### src/rtl/moldudp64_pkg.sv
// Shared types and constants for the MoldUDP64 receive path.
// Holds session FSM states, request bundle and count limits.
package moldudp64_pkg;

    typedef enum logic [1:0] {
        ST_IDLE = 2'd0,
        ST_SYNC = 2'd1,
        ST_END  = 2'd2
    } state_e;

    localparam logic [15:0] REQ_CNT_MAX = 16'hFFFE;
    localparam logic [15:0] END_CNT     = 16'hFFFF;

    typedef struct packed {
        logic [63:0] seq;
        logic [15:0] cnt;
    } req_t;

    // 0xFFFF is reserved for end-of-session, so gaps saturate below it
    function automatic logic [15:0] clamp_gap(input logic [63:0] d);
        if (d > {48'd0, REQ_CNT_MAX})
            return REQ_CNT_MAX;
        return d[15:0];
    endfunction

endpackage

### src/rtl/countdown.sv
// Reloadable down-counter that stops and flags at zero.
// Ports: clk, nreset (sync, low), start_v_i reload, zero_o flag.
module countdown #(
    parameter int CNT = 10,
    parameter int W   = 4
) (
    input  logic clk,
    input  logic nreset,
    input  logic start_v_i,
    output logic zero_o
);

    logic [W-1:0] cnt_q;

    always_ff @(posedge clk) begin
        if (!nreset)
            cnt_q <= W'(CNT);
        else if (start_v_i)
            cnt_q <= W'(CNT);
        else if (cnt_q != '0)
            cnt_q <= cnt_q - 1'b1;
    end

    assign zero_o = (cnt_q == '0);

endmodule

### src/rtl/session_tracker.sv
// MoldUDP64 session tracker: follows sequence numbers, raises
// one-entry gap retransmit requests, timeout and end-of-session.
// Ports: clk, nreset (sync, low); pkt_v_i/pkt_seq_i/pkt_cnt_i in;
// req_v_o/req_ready_i/req_seq_o/req_cnt_o request handshake;
// expect_seq_o, timeout_o, req_drop_o, end_o status.
module session_tracker
    import moldudp64_pkg::*;
#(
    parameter int TO_CNT   = 10000,
    parameter int TO_CNT_W = 14
) (
    input  logic        clk,
    input  logic        nreset,
    input  logic        pkt_v_i,
    input  logic [63:0] pkt_seq_i,
    input  logic [15:0] pkt_cnt_i,
    output logic        req_v_o,
    input  logic        req_ready_i,
    output logic [63:0] req_seq_o,
    output logic [15:0] req_cnt_o,
    output logic [63:0] expect_seq_o,
    output logic        timeout_o,
    output logic        req_drop_o,
    output logic        end_o
);

    state_e      state_q, state_d;
    logic [63:0] expect_q, expect_d;
    req_t        req_q, gap_req;
    logic        req_v_q, drop_q, end_q;

    logic        is_end, pkt_acc, gap_v, accept, to_zero;
    logic [15:0] eff_cnt;
    logic [63:0] sum;

    always_comb begin
        is_end  = (pkt_cnt_i == END_CNT);
        eff_cnt = is_end ? 16'd0 : pkt_cnt_i;
        sum     = pkt_seq_i + {48'd0, eff_cnt};
        pkt_acc = pkt_v_i && (state_q != ST_END);
        gap_v   = pkt_v_i && (state_q == ST_SYNC)
                  && (pkt_seq_i > expect_q);
        gap_req.seq = expect_q;
        gap_req.cnt = clamp_gap(pkt_seq_i - expect_q);
        accept  = req_v_q && req_ready_i;
    end

    // In SYNC, taking the larger of sum and expect covers in-order,
    // gap and stale-overlap packets with one comparison.
    always_comb begin
        state_d  = state_q;
        expect_d = expect_q;
        if (pkt_v_i) begin
            unique case (state_q)
                ST_IDLE: begin
                    if (is_end) begin
                        state_d = ST_END;
                    end else begin
                        expect_d = sum;
                        state_d  = ST_SYNC;
                    end
                end
                ST_SYNC: begin
                    if (sum > expect_q)
                        expect_d = sum;
                    if (is_end)
                        state_d = ST_END;
                end
                default: ;
            endcase
        end
    end

    always_ff @(posedge clk) begin
        if (!nreset) begin
            state_q  <= ST_IDLE;
            expect_q <= '0;
            end_q    <= 1'b0;
        end else begin
            state_q  <= state_d;
            expect_q <= expect_d;
            if (pkt_acc && is_end)
                end_q <= 1'b1;
        end
    end

    // Held entry may be replaced only in the cycle it is accepted.
    always_ff @(posedge clk) begin
        if (!nreset) begin
            req_v_q <= 1'b0;
            req_q   <= '0;
            drop_q  <= 1'b0;
        end else if (gap_v) begin
            if (!req_v_q || accept) begin
                req_v_q <= 1'b1;
                req_q   <= gap_req;
            end else begin
                drop_q <= 1'b1;
            end
        end else if (accept) begin
            req_v_q <= 1'b0;
        end
    end

    countdown #(
        .CNT (TO_CNT),
        .W   (TO_CNT_W)
    ) u_to (
        .clk       (clk),
        .nreset    (nreset),
        .start_v_i (pkt_acc),
        .zero_o    (to_zero)
    );

    assign req_v_o      = req_v_q;
    assign req_seq_o    = req_q.seq;
    assign req_cnt_o    = req_q.cnt;
    assign expect_seq_o = expect_q;
    assign timeout_o    = to_zero && (state_q == ST_SYNC);
    assign req_drop_o   = drop_q;
    assign end_o        = end_q;

endmodule
### config.mk
export PLATFORM = sky130hd
export DESIGN_NAME = session_tracker
export DESIGN_NICKNAME = d
export VERILOG_FILES = /design/src/rtl/moldudp64_pkg.sv /design/src/rtl/countdown.sv /design/src/rtl/session_tracker.sv
export SDC_FILE = /design/constraint.sdc
export NUM_CORES = 1
export LEC_CHECK = 0
export CAP_MARGIN = 5
export CORE_ASPECT_RATIO = 0.9
export CORE_MARGIN = 1
export CORE_UTILIZATION = 45
export CTS_BUF_LIST = sky130_fd_sc_hd__clkbuf_16
export CTS_CLUSTER_DIAMETER = 200
export CTS_CLUSTER_SIZE = 40
export DETAILED_ROUTE_END_ITERATION = 8
export GPL_TIMING_DRIVEN = 1
export PLACE_DENSITY = 0.78
export SYNTH_ARGS = -nofsm -noshare
export SYNTH_HDL_FRONTEND = slang
export SYNTH_SLANG_ARGS = --single-unit
### constraint.sdc
create_clock -name clk -period 9.7 [get_ports clk]
set_clock_uncertainty 0.1 [all_clocks]
set_input_delay 1.94 -clock clk [delete_from_list [all_inputs] [get_ports clk]]
set_output_delay 1.94 -clock clk [all_outputs]
set_load 0.01 [all_outputs]
==> results.cfg <==
[status]
status = completed

[logic_synthesis]
synth_top_area_cell = dfxtp_1
yosysSeqAreaShare_pct = 22.73
avgSynthCellArea_um2 = 7.442
ys_ff_latch = 163
synth_edf_count = 0
synth-main-ff-cell = dfxtp_1
yosysWarnings = 0
syn-num-nets = 2160
ys_types = 88
yosys.area.top_type_share_pct = 22.73
synth_area_um2 = 14360
synthArstFlopShare_pct = 0
synthTopCellsByArea = dfxtp_1 23%, ha_1 13%, a21oi_1 7.0%
syn_inst = 1929

[place]
gp_congestion = 0.9849
place_inst = 2421
hpwlAfterDp_um = 37720
portBuffers = 231

[layout]
n_fill_cell = 2941
drive_gt1_share_pct = 4.256
multi_input_area_um2 = 9873
final_cell_count_no_fill = 2453
nets = 2262
areaGrowthSynthToFinish_pct = 18.74
ff_latch_area_um2 = 3263
diodes = 0
mostFrequentLayoutCells = 245 x nand2_1, 231 x clkdlybuf4s50_1, 202 x a21oi_1
final_common_cell = nand2_1

[drt]
vias = 14580
remaining_drc_errors = 0
dr.first_iter.drc_count = 1066
detail_route.first_pass.iterations = 5
ant_nets = 0
routed_wl_um = 47600
wire_per_inst_um = 19.40
avgViaCountPerCell = 5.943

[timing]
drv_slew = 0
min_period_ns = 9.371
holdWs_ns = 0.3535
timing.final.crit_share_pct = 96.60
worst_pin_slew_ns = 1.196
rsz0062_at_grt = no
maxSlewHeadroom_pct = 19.69
fmax_mhz = 106.7
setup_viol = 0
hold_violations = 0

[worst_setup_path]
crit_family = simple AND/OR/NAND/NOR gates
r2r-start = expect_seq_o[0]
critPathLaunchType = input pin
cp.required_ns = 9.90
cp.arrival_ns = 9.58
r2r_slack_ns = 4.15
worst-path-stages = 26
max_stage_delay_ns = 0.69
end_kind = flip-flop
cp_common_cell = nand4_1
crit_start = pkt_cnt_i[15]
crit_end = expect_seq_o[7]
rr_worst_depth = 14
path_max_fanout = 100
crit_buf_inv = 4
crit_slowest_cell = nor4_1
critPathKind = in2reg
rr_endpoint = req_cnt_o[3]

[clock_network]
clock_latency_ns = 0.45
cts_buffers = 17
h-tree-depth = 4
cts_root_buffer = clkbuf_16
cts_hold_buf = 0
cts.sinks = 163
cts_buffer_depth = 2
clkTransAtPathRegs_ns = 0.07
post_cts_buffers = 0
cts_tree = built

[power_and_ir_drop]
p_leak_nw = 6.516
power_density_nw_per_um2 = 148.2
ir_worst_vdd_mv = 0.1205

[global_routing]
grt_overflow = 0
antenna_found_initial = 0
grt_first_pass_wirelength_um = 73350
grt_use_total_pct = 28.52
grt_max_degree = 101
grt_pass1_vias = 13640
gr-usage-met1_pct = 37.76
use_met3_pct = 5.346
gr-max-usage-layer = met2
met2_usage_pct = 46.49

[floorplan]
die_height_um = 171.4
rows = 61
die_area_um2 = 32620
io_pins = 232
start_util_pct = 46.10
fp.coreArea_um2 = 31140
dieWidth_um = 190.3

[worst_hold_path]
hold_path_class = reg2reg

[run]
maxCapViolations = 0
## cell families (layout without fill, tap and decap cells)
logic type / count (synthesis) / in the layout / synth area share (%)
xor+xnor: 97 / 97 / 5.918
mux: 25 / 25 / 1.752
buf+inv: 261 / 376 / 8.760
flops: 163 / 163 / 22.73
simple gates: 667 / 667 / 22.13
fa+ha+maj: 147 / 147 / 12.92
compound gates: 569 / 569 / 25.79
## final cells by class
cell class / count / share of cell area [%]
Inverter: 103 / 2.283
Clock inverter: 15 / 1.072
Clock buffer: 17 / 2.496
Tap cell: 409 / 3.002
Timing Repair Buffer: 241 / 14.08
Sequential cell: 163 / 19.14
Multi-Input combinational cell: 1505 / 57.92
## worst min path at each step
| stage | cells after the start | startpoint | slack, ns | end |
|---|---|---|---|---|
| finish | 2 | req_seq_o[27] | 0.35 | req_seq_o[27] |
| detailed placement | 2 | req_seq_o[27] | 0.35 | req_seq_o[27] |
| CTS | 2 | req_seq_o[17] | 0.35 | req_seq_o[17] |
| global placement | 2 | req_seq_o[16] | 0.34 | req_seq_o[16] |
| floorplan | 2 | u_to.cnt_q[12] | 0.34 | u_to.cnt_q[12] |
| global route | 2 | req_seq_o[30] | 0.37 | req_seq_o[30] |
## layer usage
metal  vias to the layer above  wire [um]
met3                        88       3083
met4                         0       1282
met2                       554      21450
met5                         -          0
met1                      6874      21790
li1                       7062          -
## sequential cells by signal, summed over array words and instances (netlist names)
register,cells
req_seq_o,64
state_q,2
u_to.cnt_q,14
req_v_o,1
expect_seq_o,64
req_cnt_o,16
req_drop_o,1
end_o,1
## synthesized netlist by cell type (8+ instances only)
cell type,count
a211oi_1,58
a21o_1,52
a21oi_1,202
a31oi_1,16
a31oi_2,10
and3_1,23
and4_1,9
buf_1,11
buf_2,15
buf_4,65
clkbuf_1,65
dfxtp_1,163
ha_1,145
inv_1,102
mux2i_1,24
nand2_1,245
nand2b_1,11
nand3_1,29
nand4_1,58
nor2_1,160
nor2b_1,30
nor3_1,31
nor4_1,17
o211ai_1,20
o21a_1,18
o21ai_0,89
o21ai_1,9
o21bai_1,14
o31ai_1,8
or3_1,18
xnor2_1,62
xor2_1,35
## stage by stage
step / total power, mW / setup slack [ns] / instance area (um^2) / util [%] / TNS (ns)
finish: 2.527 / 0.3294 / 17050 / 54.74 / 0
detailed placement: 1.791 / -0.3693 / 16430 / 52.77 / -16.66
global placement: 1.777 / -0.3870 / 16430 / 52.77 / -18.16
CTS: 2.518 / 0.08676 / 17040 / 54.72 / 0
floorplan: 1.474 / 1.209 / 14360 / - / 0
global route: 2.660 / 0.02994 / 17050 / 54.74 / 0
## repair_timing
| action | CTS | global route |
|---|---|---|
| resized for setup | 0 | 1 |
| endpoints found under the hold margin | 0 | 0 |
| setup endpoints to repair | 0 | 58 |
## worst reg2reg max path, stage by stage, from the launching register on
cell,delay [ns]
dfxtp_1,0.45
ha_1,0.22
inv_1,0.06
fa_1,0.40
a21o_1,0.24
a221oi_2,0.33
o221a_2,0.31
a211oi_1,0.16
o2111a_1,0.29
o21ai_0,0.46
o22ai_1,0.23
or4_1,0.42
or4_4,0.51
nor4_4,1.02
a31oi_1,0.20
## report_power, final
part | internal [mW] | switching (mW)
logic | 0.418 | 0.635
clock network | 0.409 | 0.317
registers | 0.711 | 0.0367
No activity file was read; power rests on OpenSTA's default activity.
==> edit 1: new RTL, same flow settings <==
Change the parameter `TO_CNT_W` from 14 to 28.
--- a/src/rtl/session_tracker.sv
+++ b/src/rtl/session_tracker.sv
@@ -8,5 +8,5 @@
 #(
     parameter int TO_CNT   = 10000,
-    parameter int TO_CNT_W = 14
+    parameter int TO_CNT_W = 28
 ) (
     input  logic        clk,
Function: same outputs for any inputs over 4 cycles, from zero or initial values and one cycle with nreset low; that may be too few to reach the edited logic, so the function may still have changed.
==> edit 1 against the unedited design <==
Power up 6.3%. Sequential cell count up 14. Non-clock buffer count up 11. Register-to-register slack better by 150 ps. Synthesized cell count up 8.6%. Synthesized area up 11%. Design area up 10%. Routed wire length up 20%. Global-route usage up 2.3 points. Cell count up 9.2%. Setup slack better by 660 ps. Fmax up 7.6%. Critical endpoint is now expect_seq_o[33]. Largest cell class unchanged. Highest routed layer unchanged.
==> edit 1: results (changes against the unedited design) <==
| Metric | Value |
|---|---|
| Critical path peak fanout | 20 (-80%) |
| Synth top area cells | dfxtp_1, ha_1, a21oi_1 |
| WL/cell | 21.3 µm (+9.6%) |
| Routability Congestion | 1.03 (+4.2%) |
| Top FF cell, synth | dfxtp_1 |
| Register area share after synthesis | 22.2% (-0.57 points) |
| Slowest-stage cell, CP | a21o_1 |
| CTS Root Cell | clkbuf_16 |
| Hold path cells | 1 (-1) |
| Via count | 16,645 (+14%) |
| Met3 global-route usage | 5.45% (+0.10 points) |
| Worst-Skew Late Latency | 480 ps (+30 ps) |
| PostCTS Resize Cnt | 0 (unchanged) |
| R2r setup slk | 4300 ps (+150 ps) |
| Outcome | completed |
| CP arrival | 8930 ps (-650 ps) |
| All-Layer GR Usage | 30.8% (+2.3 points) |
| Post-Syn Nets | 2,325 (+7.6%) |
| H-Tree Depth | 4 (unchanged) |
| Fillcell total | 3,348 (+14%) |
| GR peak layer | met2 |
| Hold_sp | end_o |
| FFs w/ async S/R, synth | 0% (unchanged) |
| Met2 usage | 46.9% (+0.41 points) |
| First-pass GRT wire length | 88.8 mm (+21%) |
| Setup Fix Bufs, Post-CTS | 0 (unchanged) |
| Estimated wirelength of the detail-placed design | 45.1 mm (+20%) |
| Largest net degree at the start of global routing | 72 (-29%) |
| Antenna violations before repair | 0 (unchanged) |
| Critical path's largest stage delay | 680 ps |
| Top cells by count, synth | a21oi_1, nor2_1, dfxtp_1 |
| Layout cells sized above 1 | 5.21% (+0.95 points) |
| Crit Reg-Reg Endpoint | req_cnt_o[1] |
| Worst Hold Endpoint | end_o |
| First-pass iteration count of the detailed router | 8 (+3) |
| Worst slack at placement | 602 ps (+971 ps) |
| Longest Clk Path Bufs | 2 (unchanged) |
| Net Sw Power | 0.00111 W (+12%) |
| Clk pin slew, worst setup/hold paths | 80 ps |
| Port Buf Inserts | 231 (unchanged) |
| Grt met1 use | 43.3% (+5.5 points) |
| Hold Crit Class | register to register |
| Worst r2r src | expect_seq_o[36] |
| Peak supply drop | 0.133 mV (+10%) |
| Yosys warning count | 0 (unchanged) |
| Fin nets | 2,427 (+7.3%) |
| Leak Pwr | 6.89 nW (+5.8%) |
| Vias in the first global route | 15,620 (+15%) |
| 1st-iter DRT viols | 1,556 (+46%) |
| Register-to-Register Path Depth | 12 (-2) |
| Synth unique cells | 92 (+4.5%) |
| Slew headroom | 20.7% (+1.0 points) |
## edit 1: cell types whose count changed after synthesis, sizes merged, moves of 24 or more
cell and change:
nand2 -108, nor2 +47, mux2i +46, nand3 +42, nand4 +25, buf +24
## edit 1: worst max path at each step
stage | startpoint | end | slack, ps
after floorplan | pkt_cnt_i[14] | expect_seq_o[48] | 2030
after global placement | pkt_cnt_i[15] | expect_seq_o[34] | 710
after detailed placement | pkt_cnt_i[13] | expect_seq_o[33] | 600
after CTS | pkt_cnt_i[13] | expect_seq_o[24] | 1070
after global routing | pkt_cnt_i[15] | expect_seq_o[17] | 500
final | pkt_cnt_i[13] | expect_seq_o[33] | 990
## edit 1: area by class of cell
| cell class | count | area [µm²] | share of cell area, % |
|---|---|---|---|
| Inverter | 108 | 408 | 2.17 |
| Timing Repair Buffer | 252 | 2490 | 13.3 |
| Multi-Input combinational cell | 1640 | 11100 | 59.1 |
| Clock inverter | 15 | 208 | 1.11 |
| Clock buffer | 17 | 425 | 2.27 |
| Tap cell | 469 | 587 | 3.13 |
| Antenna cell | 1 | 2.50 | 0.0133 |
| Sequential cell | 177 | 3540 | 18.9 |
## edit 1: logic make-up after synthesis
logic type	Yosys count	share of synthesized area, %
AND/OR/NAND/NOR	697	22.0
AO/OA/AOI/OAI	620	25.4
buffers and inverters	277	8.64
flip-flops	177	22.2
adder cells (fa/ha/maj)	147	11.6
XOR/XNOR	104	5.70
multiplexers	72	4.52
## edit 1: worst max-delay path: cells and delay by family
kind	cells	cell delay, ps
AO/OA/AOI/OAI	8	1920
XOR/XNOR	1	200
adder cells (fa/ha/maj)	2	580
AND/OR/NAND/NOR	11	2680
buffers and inverters	7	1540
## edit 1: metal layers
metal / part of all wire, % / vias up
li1: - / 7843
met1: 46 / 7979
met2: 44 / 722
met3: 7.3 / 101
met4: 2.8 / 0
met5: 0 / -
## edit 1: power groups by stage
| stage | sequential, W | combinational [W] | clock, W |
|---|---|---|---|
| global route | 0.000806 | 0.00122 | 0.000798 |
| global placement | 0.000817 | 0.00109 | 0 |
| finish | 0.000801 | 0.00113 | 0.000754 |
| CTS | 0.000801 | 0.00110 | 0.000764 |
| floorplan | 0.000811 | 0.000755 | 0 |
| detailed placement | 0.000818 | 0.00110 | 0 |
## edit 1: per-stage QoR
stage          cells  util (%)  hold slack [ps]  cell area [µm²]  power [W]
4_1_cts         2678      53.5              373            18800    0.00267
3_3_place_gp    2646      51.7              345            18100    0.00190
5_1_grt         2678      53.5              388            18800    0.00282
2_1_floorplan   2094         -              336            16000    0.00157
3_5_place_dp    2646      51.7              356            18100    0.00191
6_report        2679      53.5              368            18800    0.00269
==> edit 2: new RTL, config.mk and constraints unchanged <==
Made on the original files. Re-encode `state_e` (3 states) as one-hot, 3 bits wide.
--- a/src/rtl/moldudp64_pkg.sv
+++ b/src/rtl/moldudp64_pkg.sv
@@ -3,8 +3,8 @@
 package moldudp64_pkg;
 
-    typedef enum logic [1:0] {
-        ST_IDLE = 2'd0,
-        ST_SYNC = 2'd1,
-        ST_END  = 2'd2
+    typedef enum logic [2:0] {
+        ST_IDLE = 3'b001,
+        ST_SYNC = 3'b010,
+        ST_END  = 3'b100
     } state_e;
 
Behaviour: same outputs for any inputs over 4 cycles, from zero or initial values and one cycle with nreset low; so few cycles prove little.
==> edit 2 against the unedited design <==
Setup slack gained 410 ps. Count of clock-buffer cells in the layout is the same. Routed wire length increased by 11%. Sequential cell count grew 1. Power is 2.8% higher. Global-route usage increased by 1.5 points. Combinational power increased by 10%. Clock power fell by 7.0%. Synthesized area grew 6.2%. Cell count rose by 2.5%. Design area up 5.2%. Largest power group unchanged. Highest routed layer unchanged.
==> edit 2: results (changes against the unedited design) <==
| Metric | Value |
|---|---|
| Outcome | completed |
| Slowest-stage cell, CP | nor4_2 |
| Worst-Skew Late Latency | 450 ps (about the same) |
| Yosys warning count | 0 (unchanged) |
| Routability Congestion | 1.02 (+3.2%) |
| Met2 usage | 45.1% (-1.4 points) |
| All-Layer GR Usage | 30.0% (+1.5 points) |
| Port Buf Inserts | 231 (unchanged) |
| Register-to-Register Path Depth | 13 (-1) |
| CP arrival | 9180 ps (-400 ps) |
| Top cells by count, synth | a21oi_1, dfxtp_1, ha_1, inv_1, nand2_1 |
| Met3 wire len | 4.65 mm (+51%) |
| Crit path to | expect_seq_o[41] |
| Vias per cell | 6.06 (+2.0%) |
| Layout cells sized above 1 | 5.08% (+0.82 points) |
| Worst Hold Endpoint | end_o |
| Setup Fix Bufs, Post-CTS | 0 (unchanged) |
| Longest Clk Path Bufs | 2 (unchanged) |
| Register area share after synthesis | 21.5% (-1.2 points) |
| Peak supply drop | 0.139 mV (+15%) |
| Fin nets | 2,307 (+2.0%) |
| Grt met1 use | 42.5% (+4.7 points) |
| Synth top area cells | dfxtp_1, ha_1, a21oi_1 |
| H-Tree Depth | 4 (unchanged) |
| Met2 WL | 22.8 mm (+6.5%) |
| Gr ovfl total | 0 (unchanged) |
| Hold_sp | end_o |
| CTS Root Cell | clkbuf_16 |
| Estimated wirelength of the detail-placed design | 42.9 mm (+14%) |
| First-pass iteration count of the detailed router | 9 (+4) |
| Hold path cells | 1 (-1) |
| FFs w/ async S/R, synth | 0% (unchanged) |
| Leak Pwr | 6.80 nW (+4.3%) |
| Largest net degree at the start of global routing | 99 (-2.0%) |
| Met3 global-route usage | 7.26% (+1.9 points) |
| Slew Limit Fails | 0 (unchanged) |
| Slew headroom | 23.5% (+3.8 points) |
| Clk pin slew, worst setup/hold paths | 60 ps |
| Crit Reg-Reg Endpoint | req_cnt_o[12] |
| Crit path launch | pkt_cnt_i[14] |
| Vias in the first global route | 13,902 (+2.0%) |
| Post-DP Area | 0.0174 mm² (+5.7%) |
| Number of synthesized flops with an enable pin | 0 (unchanged) |
| First-pass GRT wire length | 80.6 mm (+9.8%) |
| Top sig layer | met4 |
| Hold Crit Class | register to register |
| Antenna violations before repair | 3 (+3) |
| WL/cell | 21.1 µm (+8.6%) |
| Critical path peak fanout | 32 (-68%) |
| R2r setup slk | 4350 ps (+200 ps) |
| Synth unique cells | 91 (+3.4%) |
| 1st-iter DRT viols | 1,448 (+36%) |
| Worst r2r src | expect_seq_o[21] |
| Int Power | 0.00155 W (+0.71%) |
| Post-Syn Nets | 2,195 (+1.6%) |
| Met1 Routed Length | 24.5 mm (+12%) |
| CTS Buf Count | 17 (unchanged) |
## edit 2: cell count changes in the layout (fill, tap and decap cells not counted), moves of 11 or more
cell,delta
nor2_1,-72
inv_1,+43
mux2i_1,+61
a21oi_1,-29
xor2_1,-11
nor2b_1,+79
a21o_1,-11
buf_4,+12
o21ai_0,+31
nand3_1,+15
nand4_1,+18
nand2_1,-118
a211oi_1,-50
or3_1,+13
## edit 2: cell families after synthesis
group,share of synthesized area [%]
mux,5.75
xor+xnor,5.46
flops,21.5
fa+ha+maj,12.2
simple gates,23.2
compound gates,21.9
buf+inv,9.94
## edit 2: layout make-up
class	count	area (µm²)
Sequential cell	164	3280
Clock inverter	13	135
Fill cell	3108	15200
Multi-Input combinational cell	1493	10500
Timing Repair Buffer	255	2540
Antenna cell	5	12.5
Inverter	145	544
Tap cell	422	528
Clock buffer	17	425
## edit 2: power by group through the flow
stage          registers, W  logic (W)  clock network [W]
2_1_floorplan      0.000756   0.000792                  0
3_3_place_gp       0.000772    0.00112                  0
3_5_place_dp       0.000773    0.00112                  0
4_1_cts            0.000758    0.00113           0.000687
5_1_grt            0.000764    0.00125           0.000711
6_report           0.000759    0.00116           0.000675
## edit 2: metrics by stage
step / total power, W / util, % / cells / setup WS, ps / hold slack, ps
after floorplan: 0.00155 / - / 1964 / 1110 / 344
after global placement: 0.00189 / 52.5 / 2479 / 703 / 346
after detailed placement: 0.00189 / 52.5 / 2479 / 403 / 354
after CTS: 0.00258 / 54.1 / 2509 / 829 / 375
after global routing: 0.00273 / 54.2 / 2512 / 325 / 398
final: 0.00260 / 54.2 / 2514 / 740 / 371
## edit 2: critical path: cells and delay by family
family,cells,cell delay (ps)
adders and majority gates,3,730
xor gates and xnor gates,1,190
buffers and inverters,5,980
and+or+nand+nor,6,1680
AOI/OAI and AO/OA,17,3650
